--- config.mk ---
export PLATFORM = sky130hd
export DESIGN_NAME = instr_fetch_flat
export DESIGN_NICKNAME = d
export VERILOG_FILES = /design/src/rtl/instr_fetch_if.sv /design/src/rtl/instr_fetch.sv /design/src/flat_wrapper.sv
export SDC_FILE = /design/constraint.sdc
export NUM_CORES = 1
export LEC_CHECK = 0
export CORE_MARGIN = 3
export CORE_UTILIZATION = 35
export DETAILED_ROUTE_END_ITERATION = 8
export DONT_BUFFER_PORTS = 1
export HOLD_SLACK_MARGIN = 0.12
export PLACE_DENSITY = 0.54
export SLEW_MARGIN = 10
export SYNTH_ARGS = -nofsm -noshare
export SYNTH_HDL_FRONTEND = slang
export SYNTH_SLANG_ARGS = --single-unit
--- constraint.sdc ---
create_clock -name clk -period 4.2 [get_ports clk]
set_input_delay 0.84 -clock clk [delete_from_list [all_inputs] [get_ports clk]]
set_output_delay 0.84 -clock clk [all_outputs]
set_load 0.1 [all_outputs]
--- src/rtl/instr_fetch_if.sv ---
// Fetch-unit bus bundle: ROM address/data plus the IF/ID decode-side signals.
// FETCH_COUNT_EN adds the fetch_count observation port.
interface instr_fetch_if #(
  parameter int ADDR_W = 5
);
  logic [ADDR_W-1:0] rom_addr;
  logic [31:0]       rom_instr;
  logic              stall;
  logic              redirect_valid;
  logic [31:0]       redirect_pc;
  logic              if_valid;
  logic [31:0]       if_instr;
  logic [31:0]       if_pc;
  logic              fault;
  logic [31:0]       fault_pc;
`ifdef FETCH_COUNT_EN
  logic [31:0]       fetch_count;

  modport master (
    output rom_addr, if_valid, if_instr, if_pc, fault, fault_pc, fetch_count,
    input  rom_instr, stall, redirect_valid, redirect_pc
  );
  modport slave (
    input  rom_addr, if_valid, if_instr, if_pc, fault, fault_pc, fetch_count,
    output rom_instr, stall, redirect_valid, redirect_pc
  );
`else
  modport master (
    output rom_addr, if_valid, if_instr, if_pc, fault, fault_pc,
    input  rom_instr, stall, redirect_valid, redirect_pc
  );
  modport slave (
    input  rom_addr, if_valid, if_instr, if_pc, fault, fault_pc,
    output rom_instr, stall, redirect_valid, redirect_pc
  );
`endif
endinterface

--- src/rtl/instr_fetch.sv ---
// Instruction fetch: PC, ROM addressing, IF/ID register, redirect/stall, sticky fault.
// Optional FETCH_COUNT_EN adds a 32-bit fetch counter on the bus.
module instr_fetch #(
  parameter int          ADDR_W   = 5,
  parameter logic [31:0] RESET_PC = 32'h0000_0000
) (
  input logic            clk,
  input logic            rst_n,
  instr_fetch_if.master  bus
);

  typedef enum logic [1:0] {IDLE, RUN, FAULT} state_t;

  state_t      state_q, state_d;
  logic [31:0] pc_q, pc_d;
  logic        vld_q, vld_d;
  logic [31:0] instr_q, instr_d;
  logic [31:0] ipc_q, ipc_d;
  logic        fault_q, fault_d;
  logic [31:0] fpc_q, fpc_d;
  logic        fetch;
  logic        pc_bad;

  // Legal PCs are word-aligned and inside the 2^ADDR_W-word ROM.
  assign pc_bad = (pc_q[1:0] != 2'b00) || (pc_q[31:ADDR_W+2] != '0);

  always_ff @(posedge clk or negedge rst_n) begin
    if (!rst_n) begin
      state_q <= IDLE;
      pc_q    <= RESET_PC;
      vld_q   <= 1'b0;
      instr_q <= '0;
      ipc_q   <= '0;
      fault_q <= 1'b0;
      fpc_q   <= '0;
    end else begin
      state_q <= state_d;
      pc_q    <= pc_d;
      vld_q   <= vld_d;
      instr_q <= instr_d;
      ipc_q   <= ipc_d;
      fault_q <= fault_d;
      fpc_q   <= fpc_d;
    end
  end

  always_comb begin
    state_d = state_q;
    pc_d    = pc_q;
    vld_d   = vld_q;
    instr_d = instr_q;
    ipc_d   = ipc_q;
    fault_d = fault_q;
    fpc_d   = fpc_q;
    fetch   = 1'b0;
    case (state_q)
      IDLE: begin
        state_d = RUN;
        vld_d   = 1'b0;
        if (bus.redirect_valid) pc_d = bus.redirect_pc;
      end
      RUN: begin
        if (bus.redirect_valid) begin
          // Wrong-path word is dropped; alignment is checked only when fetching.
          pc_d  = bus.redirect_pc;
          vld_d = 1'b0;
        end else if (bus.stall) begin
          // hold everything
        end else if (pc_bad) begin
          state_d = FAULT;
          fault_d = 1'b1;
          fpc_d   = pc_q;
          vld_d   = 1'b0;
        end else begin
          fetch   = 1'b1;
          instr_d = bus.rom_instr;
          ipc_d   = pc_q;
          vld_d   = 1'b1;
          pc_d    = pc_q + 32'd4;
        end
      end
      FAULT: begin
        vld_d = 1'b0;
      end
      default: begin
        state_d = FAULT;
        vld_d   = 1'b0;
      end
    endcase
  end

`ifdef FETCH_COUNT_EN
  logic [31:0] cnt_q;

  always_ff @(posedge clk or negedge rst_n) begin
    if (!rst_n)     cnt_q <= '0;
    else if (fetch) cnt_q <= cnt_q + 32'd1;
  end

  assign bus.fetch_count = cnt_q;
`else
  logic unused_fetch;
  assign unused_fetch = fetch;
`endif

  assign bus.rom_addr = pc_q[ADDR_W+1:2];
  assign bus.if_valid = vld_q;
  assign bus.if_instr = instr_q;
  assign bus.if_pc    = ipc_q;
  assign bus.fault    = fault_q;
  assign bus.fault_pc = fpc_q;

endmodule

--- src/flat_wrapper.sv ---
// flat-port wrapper written by rule: the top's interface ports become plain ports
module instr_fetch_flat 
#(
  parameter int          ADDR_W   = 5,
  parameter logic [31:0] RESET_PC = 32'h0000_0000
)
  (clk, rst_n, bus_rom_addr, bus_if_valid, bus_if_instr, bus_if_pc, bus_fault, bus_fault_pc, bus_rom_instr, bus_stall, bus_redirect_valid, bus_redirect_pc);
  instr_fetch_if #(.ADDR_W(ADDR_W)) bus_i ();
  input logic clk;
  input logic rst_n;
  output wire logic [$bits(bus_i.rom_addr)-1:0] bus_rom_addr;
  output wire logic [$bits(bus_i.if_valid)-1:0] bus_if_valid;
  output wire logic [$bits(bus_i.if_instr)-1:0] bus_if_instr;
  output wire logic [$bits(bus_i.if_pc)-1:0] bus_if_pc;
  output wire logic [$bits(bus_i.fault)-1:0] bus_fault;
  output wire logic [$bits(bus_i.fault_pc)-1:0] bus_fault_pc;
  input wire logic [$bits(bus_i.rom_instr)-1:0] bus_rom_instr;
  input wire logic [$bits(bus_i.stall)-1:0] bus_stall;
  input wire logic [$bits(bus_i.redirect_valid)-1:0] bus_redirect_valid;
  input wire logic [$bits(bus_i.redirect_pc)-1:0] bus_redirect_pc;
  assign bus_rom_addr = bus_i.rom_addr;
  assign bus_if_valid = bus_i.if_valid;
  assign bus_if_instr = bus_i.if_instr;
  assign bus_if_pc = bus_i.if_pc;
  assign bus_fault = bus_i.fault;
  assign bus_fault_pc = bus_i.fault_pc;
  assign bus_i.rom_instr = bus_rom_instr;
  assign bus_i.stall = bus_stall;
  assign bus_i.redirect_valid = bus_redirect_valid;
  assign bus_i.redirect_pc = bus_redirect_pc;
  instr_fetch #(.ADDR_W(ADDR_W), .RESET_PC(RESET_PC)) u_core (.clk(clk), .rst_n(rst_n), .bus(bus_i));
endmodule
==> impl_metrics.json <==
{
  "drcViolationCount": 0,
  "wl_per_cell_um": 19.2,
  "fmax_mhz": 343,
  "via_per_inst": 5.01,
  "pwr_density_cell_mw_per_mm2": 850,
  "hold_path.class": "input pin to asynchronous set/reset pin",
  "slew_headroom_pct": 25.0,
  "yosysWarningCount": 0,
  "antenna_found_initial": 0,
  "cts_max_level": 4,
  "hold_viol_final": 0,
  "fin_worst_skew_ns": 0.00786,
  "worstMarginPinSlew_ns": 1.13,
  "syn_inst": 399,
  "reg2reg_to": "u_core.bus.fault_pc[17]",
  "cts_tree": "built",
  "num_rows": 43,
  "core-area_mm2": 0.0140,
  "num_io_pins": 171,
  "synth.net_count": 468,
  "n_fill_cell": 1290,
  "synth_seq_cells": 132,
  "clkSinkCount": 132,
  "synth-simple-area-share_pct": 14.7,
  "dp_hpwl_um": 8010,
  "drtPass1Iterations": 4,
  "p_leak_nw": 2.93,
  "rsz0062_at_grt": "false",
  "worstSetupEndpoint": "u_core.bus.fault_pc[17]",
  "regToRegSetupSlack_ns": 1.28,
  "seq_power_share_pct": 61.3,
  "diodes": 0,
  "cp-start-kind": "flip-flop",
  "cts_resized": 0,
  "synth_top_family_by_area": "multiplexers",
  "synth_cell_types": 34,
  "first_global_vias": 3100,
  "finalSetupViolCount": 0,
  "root_buffer": "clkbuf_16",
  "area_growth_pct": 16.4,
  "netlist_area_mm2": 0.00510,
  "timing.critical_path.from": "u_core.pc_q[27]",
  "num-nets-final": 474,
  "cts_buffer_depth": 2,
  "grt_overflow_total": 0,
  "synth_compound_area_share_pct": 2.82,
  "clk_latency_ns": 0.41,
  "drv_cap": 0,
  "r2r_start": "u_core.pc_q[27]",
  "status": "complete, no violations",
  "utilization_pct": 42.3,
  "grt_max_degree": 133,
  "vias": 2998,
  "p_int_mw": 2.77,
  "setup_ws_ns": 1.28,
  "vdd_drop_max_v": 0.000366,
  "p_clk_share_pct": 30.5,
  "p_sw_mw": 2.28,
  "arrival_ns": 3.20,
  "die-area_mm2": 0.0160,
  "routabilityCongestion": 0.784,
  "grt_pass1_wl_um": 18200,
  "async_reset_ff_share_pct": 100,
  "post-place-ws_ns": 1.29,
  "synthMuxAreaShare_pct": 15.0,
  "start_util_pct": 36.3,
  "synthXorXnorAreaFrac_pct": 0,
  "clk_pin_slew_ns": 0.05,
  "yosysSeqAreaShare_pct": 64.8,
  "wl_um": 11500,
  "period_share_pct": 69.4,
  "fp.dieH_um": 127,
  "critPathRequiredTime_ns": 4.49,
  "drive_above_1_share_pct": 26.6,
  "cts-buffers-inserted": 17,
  "combPwrFrac_pct": 8.2,
  "synth_fa_ha_area_share_pct": 0.246,
  "min_period_ns": 2.92,
  "synth_ff_type": "dfrtp_1",
  "finalMaxSlewViolations": 0,
  "finalSetupTns_ns": 0,
  "drt_iter0_drc": 175,
  "ant_nets": 0,
  "criticalPathCategory": "flip-flop to flip-flop",
  "cp-end-kind": "flip-flop",
  "swShare_pct": 45.2,
  "register_area_mm2": 0.00330,
  "p_total_mw": 5.04,
  "die_w_um": 127,
  "post_cts.repair.setup_buffers": 0,
  "rr_worst_depth": 6,
  "portBuffers": 0,
  "grt_usage_pct": 15.0,
  "multiInputGateArea_mm2": 0.00168,
  "syn_area_per_cell_um2": 12.8,
  "synth-edff-count": 0,
  "path_max_fanout": 17
}
## critical path: stages, from the launching register on
cell	delay, ns
dfrtp_1	0.41
nor4_1	0.40
nand4_1	0.28
nand4b_1	0.30
nand2_1	0.64
buf_4	0.39
mux2_2	0.37
## cells by family after synthesis
| kind of cell | count (synthesis) |
|---|---|
| AND/OR/NAND/NOR | 153 |
| multiplexers | 68 |
| adder cells (fa/ha/maj) | 1 |
| AO/OA/AOI/OAI | 20 |
| flip-flops | 132 |
| buffers and inverters | 25 |
## power by group through the flow
stage                     clock (mW)  combinational (mW)  sequential (mW)
after detailed placement           0               0.389             3.13
after global placement             0               0.379             3.12
after CTS                       1.58               0.419             3.11
after global routing            1.65               0.477             3.14
final                           1.54               0.412             3.09
after floorplan                    0               0.483             2.86
## flip-flops by register name (all words and copies together), names as in the netlist
register             count
u_core.bus.if_valid      1
u_core.bus.fault_pc     32
u_core.bus.if_pc        32
u_core.bus.if_instr     32
u_core.pc_q             32
u_core.bus.fault         1
u_core.state_q           2
## per-stage QoR
step | hold slack (ns) | instance area, µm² | std cells
after floorplan | 0.465 | 5100 | 399
after global placement | 0.502 | 5280 | 565
after detailed placement | 0.506 | 5280 | 565
after CTS | 0.427 | 5930 | 598
after global routing | 0.449 | 5930 | 598
final | 0.389 | 5930 | 598
## cell type report
class | instances | area share [%]
sequential | 132 | 55.7
multi-input combinational | 242 | 28.4
inverter | 5 | 0.316
clock buffer | 24 | 8.62
timing repair buffer | 7 | 1.22
clock inverter | 8 | 2.02
tap | 180 | 3.80
## how the worst min path moves through the flow
stage | cells past startpoint | from | to | slack, ns
CTS | 1 | rst_n | u_core.bus.if_instr[3] | 0.43
finish | 1 | rst_n | u_core.bus.if_instr[15] | 0.39
detailed placement | 2 | u_core.pc_q[31] | u_core.pc_q[31] | 0.51
global placement | 2 | u_core.pc_q[0] | u_core.pc_q[0] | 0.50
global route | 1 | rst_n | u_core.bus.if_instr[15] | 0.45
floorplan | 2 | u_core.pc_q[0] | u_core.pc_q[0] | 0.47
## synth_stat cells, types with 2 or more instances
master	n	area (µm²)
a211oi_1	2	15.0
a21oi_1	4	20.0
a221o_1	2	20.0
a31oi_1	4	25.0
and3_1	2	12.5
buf_2	7	35.0
buf_4	5	37.5
clkbuf_1	8	30.0
dfrtp_1	132	3300
inv_1	5	18.8
mux2_2	68	766
nand2_1	77	289
nand3_1	3	15.0
nand4_1	7	43.8
nor2_1	15	56.3
nor2b_1	29	181
nor3_1	3	15.0
nor3b_1	2	15.0
nor4_1	7	43.8
o22a_1	3	26.3
## layer usage
metal / global-route usage (%) / up-vias / part of all wire [%]
met5: 0 / - / 0
met4: 6.06 / 0 / 1.8
met3: 5.89 / 14 / 7.4
met2: 22.4 / 109 / 49
met1: 19.6 / 1492 / 42
li1: - / 1383 / -
## repair_timing
action | in CTS | in global routing
endpoints found under the hold margin | 132 | 0
endpoints found under the setup margin | 0 | 0
hold buffers | 1 | 0
## layout by cell type (no fill, tap or decap), types with 3 or more instances in the layout
cell type	synthesis	routed
nor2_1	15	15
clkbuf_8	0	6
o22a_1	3	3
nor4_1	7	7
nand3_1	3	3
nand4_1	7	7
dfrtp_1	132	132
a31oi_1	4	4
inv_1	5	5
clkbuf_16	0	17
mux2_2	68	68
nor2b_1	29	29
clkinv_2	0	3
buf_4	5	6
bufinv_16	0	3
nand2_1	77	77
a21oi_1	4	4
(Power assumes the default switching activity.)
